[src/rtl/car_mode_ctrl.sv]
// car_mode_ctrl: remote-commanded car mode FSM with debounced obstacle alarm and line steering.
// Ports:
//   clk        system clock, all state on rising edge
//   rst        asynchronous active-high reset
//   obstacle   raw obstacle sensor, high = obstacle present (asynchronous)
//   track_l/r  raw line-tracking sensors, high = line seen (asynchronous)
//   cmd_valid  one-cycle command strobe
//   cmd        00 stop, 01 start, 10/11 ignored
//   cs         registered car state: 000 stop, 001 forward, 010 alarm, 011 left, 100 right
module car_mode_ctrl #(
    parameter int unsigned DEB_CYCLES  = 1000000,
    parameter int unsigned HOLD_CYCLES = 50000000
) (
    input  logic       clk,
    input  logic       rst,
    input  logic       obstacle,
    input  logic       track_l,
    input  logic       track_r,
    input  logic       cmd_valid,
    input  logic [1:0] cmd,
    output logic [2:0] cs
);
    localparam int DW = (DEB_CYCLES > 1) ? $clog2(DEB_CYCLES + 1) : 1;
    localparam int HW = (HOLD_CYCLES > 1) ? $clog2(HOLD_CYCLES + 1) : 1;
    localparam logic [DW-1:0] DEB_LAST = DW'(DEB_CYCLES - 1);
    localparam logic [HW-1:0] HOLD_MAX = HW'(HOLD_CYCLES);
    localparam logic [2:0] CS_STOP  = 3'b000;
    localparam logic [2:0] CS_FWD   = 3'b001;
    localparam logic [2:0] CS_ALARM = 3'b010;
    localparam logic [2:0] CS_LEFT  = 3'b011;
    localparam logic [2:0] CS_RIGHT = 3'b100;

    typedef enum logic [1:0] {IDLE, RUN, ALARM} state_t;

    state_t          state_q, state_d;
    logic [2:0]      sync1_q, sync1_d, sync2_q, sync2_d;
    logic [DW-1:0]   deb_q, deb_d;
    logic [HW-1:0]   hold_q, hold_d;
    logic            obs_db_q, obs_db_d;
    logic [2:0]      cs_q, cs_d;
    logic            obs_s, tl_s, tr_s, start, stop;

    assign {obs_s, tl_s, tr_s} = sync2_q;
    assign start = cmd_valid && (cmd == 2'b01);
    assign stop  = cmd_valid && (cmd == 2'b00);
    assign cs    = cs_q;

    always_comb begin
        sync1_d  = {obstacle, track_l, track_r};
        sync2_d  = sync1_q;
        deb_d    = '0;
        obs_db_d = obs_db_q;
        // The counter only reaches DEB_LAST before flipping, so it can never wrap.
        if (obs_s != obs_db_q) begin
            if (deb_q >= DEB_LAST)
                obs_db_d = ~obs_db_q;
            else
                deb_d = deb_q + 1'b1;
        end
    end

    always_comb begin
        state_d = state_q;
        hold_d  = hold_q;
        case (state_q)
            IDLE: if (start) state_d = RUN;
            RUN: begin
                if (obs_db_q) begin
                    state_d = ALARM;
                    hold_d  = '0;
                end
            end
            ALARM: begin
                if (obs_db_q)
                    hold_d = '0;
                else if (hold_q >= HOLD_MAX)
                    state_d = RUN;
                else
                    hold_d = hold_q + 1'b1;
            end
            default: state_d = IDLE;
        endcase
        // Stop wins over every other transition in the same cycle.
        if (stop) begin
            state_d = IDLE;
            hold_d  = '0;
        end
        cs_d = (state_q == ALARM) ? CS_ALARM :
               (state_q != RUN)   ? CS_STOP  :
               (tl_s == tr_s)     ? CS_FWD   :
               tl_s               ? CS_LEFT  : CS_RIGHT;
    end

    always_ff @(posedge clk or posedge rst) begin
        if (rst) begin
            state_q  <= IDLE;
            sync1_q  <= '0;
            sync2_q  <= '0;
            deb_q    <= '0;
            hold_q   <= '0;
            obs_db_q <= 1'b0;
            cs_q     <= CS_STOP;
        end else begin
            state_q  <= state_d;
            sync1_q  <= sync1_d;
            sync2_q  <= sync2_d;
            deb_q    <= deb_d;
            hold_q   <= hold_d;
            obs_db_q <= obs_db_d;
            cs_q     <= cs_d;
        end
    end
endmodule

[config.mk]
export PLATFORM = sky130hd
export DESIGN_NAME = car_mode_ctrl
export DESIGN_NICKNAME = d
export VERILOG_FILES = /design/src/rtl/car_mode_ctrl.sv
export SDC_FILE = /design/constraint.sdc
export NUM_CORES = 1
export LEC_CHECK = 0
export CAP_MARGIN = 10
export CORE_MARGIN = 1
export CORE_UTILIZATION = 45
export CTS_CLUSTER_SIZE = 20
export DETAILED_ROUTE_END_ITERATION = 8
export GPL_ROUTABILITY_DRIVEN = 1
export SLEW_MARGIN = 10
export SYNTH_ARGS = -nofsm -noshare
export SYNTH_HDL_FRONTEND = slang
export SYNTH_SLANG_ARGS = --single-unit
[constraint.sdc]
create_clock -name clk -period 1.9 [get_ports clk]
set_clock_uncertainty 0.1 [all_clocks]
set_input_delay 0.475 -clock clk [delete_from_list [all_inputs] [get_ports clk]]
set_output_delay 0.475 -clock clk [all_outputs]
set_load 0.05 [all_outputs]
# Word-level counts from Yosys, hierarchy flattened

Cells that the tools add are included.

Flip-flop bits (word level): 58
Bits of input ports: 8
Word-level logic and storage cells: 48

Add/subtract/negate cells: 2
$lt $le $gt $ge: 2
Eq/ne operators: 11
Muxes and demuxes: 17
Bitwise operators: 1
Reduce and logical (&&, ||, !) cells: 8

Operators by type and width:

| operator                                                                | number |
|---|---|
| 26-bit two-way mux                                                      | 4 |
| 26-bit one-hot mux with 2 select lines                                  | 1 |
| 20-bit two-way mux                                                      | 2 |
| 26-bit by 1-bit adder with 26-bit output, second input constant         | 1 |
| 26-bit greater-or-equal comparator, second input constant               | 1 |
| 20-bit by 1-bit adder with 20-bit output, second input constant         | 1 |
| 20-bit greater-or-equal comparator, second input constant               | 1 |
| 3-bit two-way mux                                                       | 4 |
| 3-bit inequality test, second input constant                            | 4 |
| 2-bit two-way mux                                                       | 5 |
| 2-bit one-hot mux with 3 select lines                                   | 1 |
| 2-bit by 1-bit == test with 1-bit output, second input constant         | 2 |
| 2-bit zero test                                                         | 2 |
| 4-bit inequality test, second input constant                            | 1 |
| 4-bit AND reduction                                                     | 1 |
| 3-bit AND reduction                                                     | 1 |
| 3-bit nonzero test                                                      | 1 |
| 2-bit == test, second input constant                                    | 1 |
| 1-bit logical AND                                                       | 2 |
| 2-bit by 1-bit inequality test with 1-bit output, second input constant | 1 |
| 2-bit AND reduction                                                     | 1 |
| 1-bit == test                                                           | 1 |
| 1-bit inequality test                                                   | 1 |
| 1-bit NOT                                                               | 1 |

# Depth between registers and ports, before layout

Word-level depth: 5
Depth in mapped cells: 8
Gate-level depth less buffers: 6

# Least setup slack after synthesis

No wires, ideal clock.

Kind: input to register
From: input port cmd_valid
To: register hold_q[24]
Arrival time: 1.900 ns
Required time: 1.731 ns
Path slack: -0.169 ns
Stages on the path: 6
Path buffers: 1
Cell sequence: nor3b_1 or3_1 buf_6 a211o_1 or4_1 nand3_1

Word-level cells in the longest chain between the ends: 3
Elaborated cells on any way between the ends: 6

Ends and longest elaborated chain:

| element                                                 | RTL line | source |
|---|---|---|
| start, declared                                         | 19       | `input logic cmd_valid,` |
| 1-bit logical AND (*)                                   | 45       | `assign stop = cmd_valid && (cmd == 2'b00);` |
| 4-bit inequality test (no line) (tied with other cells) | -        |  |
| 3-bit AND reduction (no line)                           | -        |  |
| end signal, assigned                                    | 108      | `hold_q <= hold_d;` |
| end, declared                                           | 38       | `logic [HW-1:0] hold_q, hold_d;` |

Every way passes the cells marked *; elsewhere a longest branch is shown, timed or not.
A chain may end at the register's enable or synchronous reset.

# Worst setup path after layout

From: register hold_q[15]
To: register hold_q[7]

Word-level cells in the longest chain between the ends: 3

Ends and longest elaborated chain:

| element                            | RTL line | source |
|---|---|---|
| 26-bit greater-or-equal comparator | 76       | `else if (hold_q >= HOLD_MAX)` |
| 4-bit inequality test (no line)    | -        |  |
| 3-bit AND reduction (no line)      | -        |  |

Every way passes these cells.

==> impl_metrics.toml <==
[worst_setup_path]
critPathKind = "flip-flop to flip-flop"
cpPeakStageDelay_ns = 0.39
start_kind = "flip-flop"
end_kind = "flip-flop"
arrival_ns = 2.07
cp.required_ns = 2.01
cp_max_fo = 7
cp_cell_sequence = "and4_1, o21a_1, a211o_1, buf_6, nand2_4, buf_8, a31oi_4"
slowest_stage = "a211o_1"
r2r_cells = 7

[sta]
setup-violations-final = 17
rsz0062_at_grt = "true"
hold_viol = 0
fmax_mhz = 511
fin_ws_ns = -0.0565
post-route-min-period_ns = 1.96
fin_crit_sh_pct = 103
slew_violations = 0
maxSlewHeadroom_pct = 72.1
fin_tns_setup_ns = -0.490
worst_pin_slew_ns = 0.414

[route]
wl_met3_um = 439
routedWlPerCell_um = 15.7
remaining_drc_errors = 0
num_vias = 2632
met2_length_mm = 3.17
top_layer = "met4"
ant_nets = 0
wl_met1_mm = 3.50
drt-total-wl_mm = 7.29
dr.pass1.iters = 4
drt_iter0_drc = 102
vias_per_cell = 5.66

[clock_network]
clockRootBuffer = "clkbuf_8"
clock-sinks = 58
cts_max_level = 3
clk_path_buf_depth = 2
path_clk_slew_ns = 0.07
numCtsBuffers = 9
ctsHoldBuffers = 0
cts_tree = "built"
insertion_delay_ns = 0.35

[global_route]
grt_util_all_layers_pct = 22.4
overflow = 0
first_global_vias = 2531
grt_pass1_wl_mm = 12.2
antenna_found_initial = 0
grt_start_max_net_pins = 42

[synthesis]
synth_flop_cell = "dfrtp_1"
avgSynthCellArea_um2 = 9.73
syn-cell-area_um2 = 2990
synth_seq_cells = 58
synth_cell_type_count = 51
synth-edff-count = 0
synth_cells = 307
syn_nets = 318
yosysSeqAreaShare_pct = 48.6
yosys_warnings = 0
synthArstFlopShare_pct = 100

[finish]
num_antenna_cells = 0
fill_cells = 520
synthToLayoutAreaGrowth_pct = 37.5
drive_above_1_share_pct = 30.7
num-nets-final = 394

[job]
maxCapViolCount = 0

[placed_design]
hpwl_mm = 4.83
gp_congestion = 0.844
portBuffers = 10

[floorplan]
fp.coreArea_um2 = 6390
io_pins = 11
die-area_um2 = 6970
fp-row-count = 29
chipHeight_um = 83.5
start_util_pct = 46.8
die_w_um = 83.5

[min_path]
hold_path.class = "flip-flop to flip-flop"
holdPathStages = 0

[power]
power.total_uw = 2870
powerDensity_nw_per_um2 = 698
power.leakage_uw = 0.00184
ir_drop_uv = 552

[status]
failed_checks = "setup timing"
status = "finished with violations"
power breakdown:
group	switching [uW]	leakage [uW]	internal, uW
logic	121	0.000940	85.9
clock network	506	0.000114	870
registers	17.0	0.000790	1270
Yosys cell counts (all sizes together), types with 6 or more instances:
cell type	number	area [um^2]
and3	12	75.1
o21ai	9	45.0
clkbuf	8	30.0
and4	7	61.3
inv	9	33.8
dfrtp	58	1450
nand4	9	56.3
buf	6	45.0
nor3	6	30.0
xnor2	6	52.6
nor2	29	109
nand2	22	82.6
xor2	17	149
nand3	25	125
a21oi	13	65.1
a31oi	8	50.1
worst paths after layout:
kind	start	end	slack (ns)
max in group asynchronous	rst	hold_q[7]$_DFFE_PP0P_	1.04
min in group asynchronous	rst	hold_q[19]$_DFFE_PP0P_	0.42
setup reg to reg	hold_q[15]$_DFFE_PP0P_	hold_q[7]$_DFFE_PP0P_	-0.06
hold reg to reg	sync1_q[2]$_DFF_PP0_	sync2_q[2]$_DFF_PP0_	0.25
hold / removal	sync1_q[2]$_DFF_PP0_	sync2_q[2]$_DFF_PP0_	0.25
setup / recovery	hold_q[15]$_DFFE_PP0P_	hold_q[7]$_DFFE_PP0P_	-0.06
worst max-delay path: cells and delay by family (launching register included):
family	cells	cell delay (ns)
AOI/OAI and AO/OA	3	0.71
DFF	1	0.38
buffers and inverters	2	0.31
and+or+nand+nor	2	0.31
flip-flops by register name, indices dropped and copies added, names as in the netlist:
register  count
cs            3
sync1_q       3
obs_db_q      1
sync2_q       3
hold_q       26
deb_q        20
state_q       2
stage by stage:
step	hold slack, ns	setup slack (ns)	util, %	std cells	cell area [um^2]
after floorplan	0.231	-0.136	-	307	3040
after global placement	0.234	-0.489	56.5	441	3610
after detailed placement	0.235	-0.558	56.5	441	3610
after CTS	0.250	-0.0256	61.8	462	3950
after global routing	0.252	-0.128	64.3	465	4110
final	0.248	-0.0565	64.3	465	4110
final cells by class:
class | count | area [um^2] | share of cell area, %
Multi-Input combinational cell | 227 | 1640 | 39.9
Sequential cell | 58 | 1450 | 35.4
Timing Repair Buffer | 78 | 649 | 15.8
Clock buffer | 11 | 131 | 3.20
Clock inverter | 5 | 103 | 2.50
Tap cell | 77 | 96.3 | 2.35
Inverter | 9 | 37.5 | 0.914
repair_timing:
action,4_1_cts,5_1_grt
setup endpoints to repair,26,46
cloned,1,0
pin swaps,4,13
buffers inserted,4,3
gates resized for setup,22,25
layer usage:
| layer | track usage (%) | up-vias |
|---|---|---|
| met1 | 32.2 | 1275 |
| met4 | 10.3 | 0 |
| li1 | - | 1268 |
| met5 | 0 | - |
| met3 | 6.73 | 16 |
| met2 | 31.2 | 73 |
cells by family (layout without fill, tap and decap cells):
kind of cell	after synthesis	after routing	share of synthesized area, %
DFF	58	58	48.6
AOI/OAI and AO/OA	62	62	14.8
xor gates and xnor gates	23	23	6.74
and+or+nand+nor	138	139	25.0
buffers and inverters	23	103	3.64
adders and majority gates	3	3	1.26
cell usage in the layout (no fill, tap or decap), types with 4 or more instances in the layout:
master	Yosys	final
xor2_1	17	17
a31oi_4	0	4
o21ai_0	7	4
or3_1	5	4
nand2_1	22	21
a22o_1	5	5
a211o_1	5	5
nor2_1	29	29
clkbuf_8	0	9
and2_1	4	4
buf_6	2	8
inv_1	9	8
a21oi_2	0	6
and4_1	7	4
a21oi_1	13	6
dfrtp_1	58	58
xnor2_1	6	6
clkdlybuf4s50_1	0	4
and3_1	12	12
o21ai_1	2	5
nor3_1	6	5
nand3_1	25	25
buf_4	1	61
nand4_1	9	9
Power figures use the tool's default switching activity.
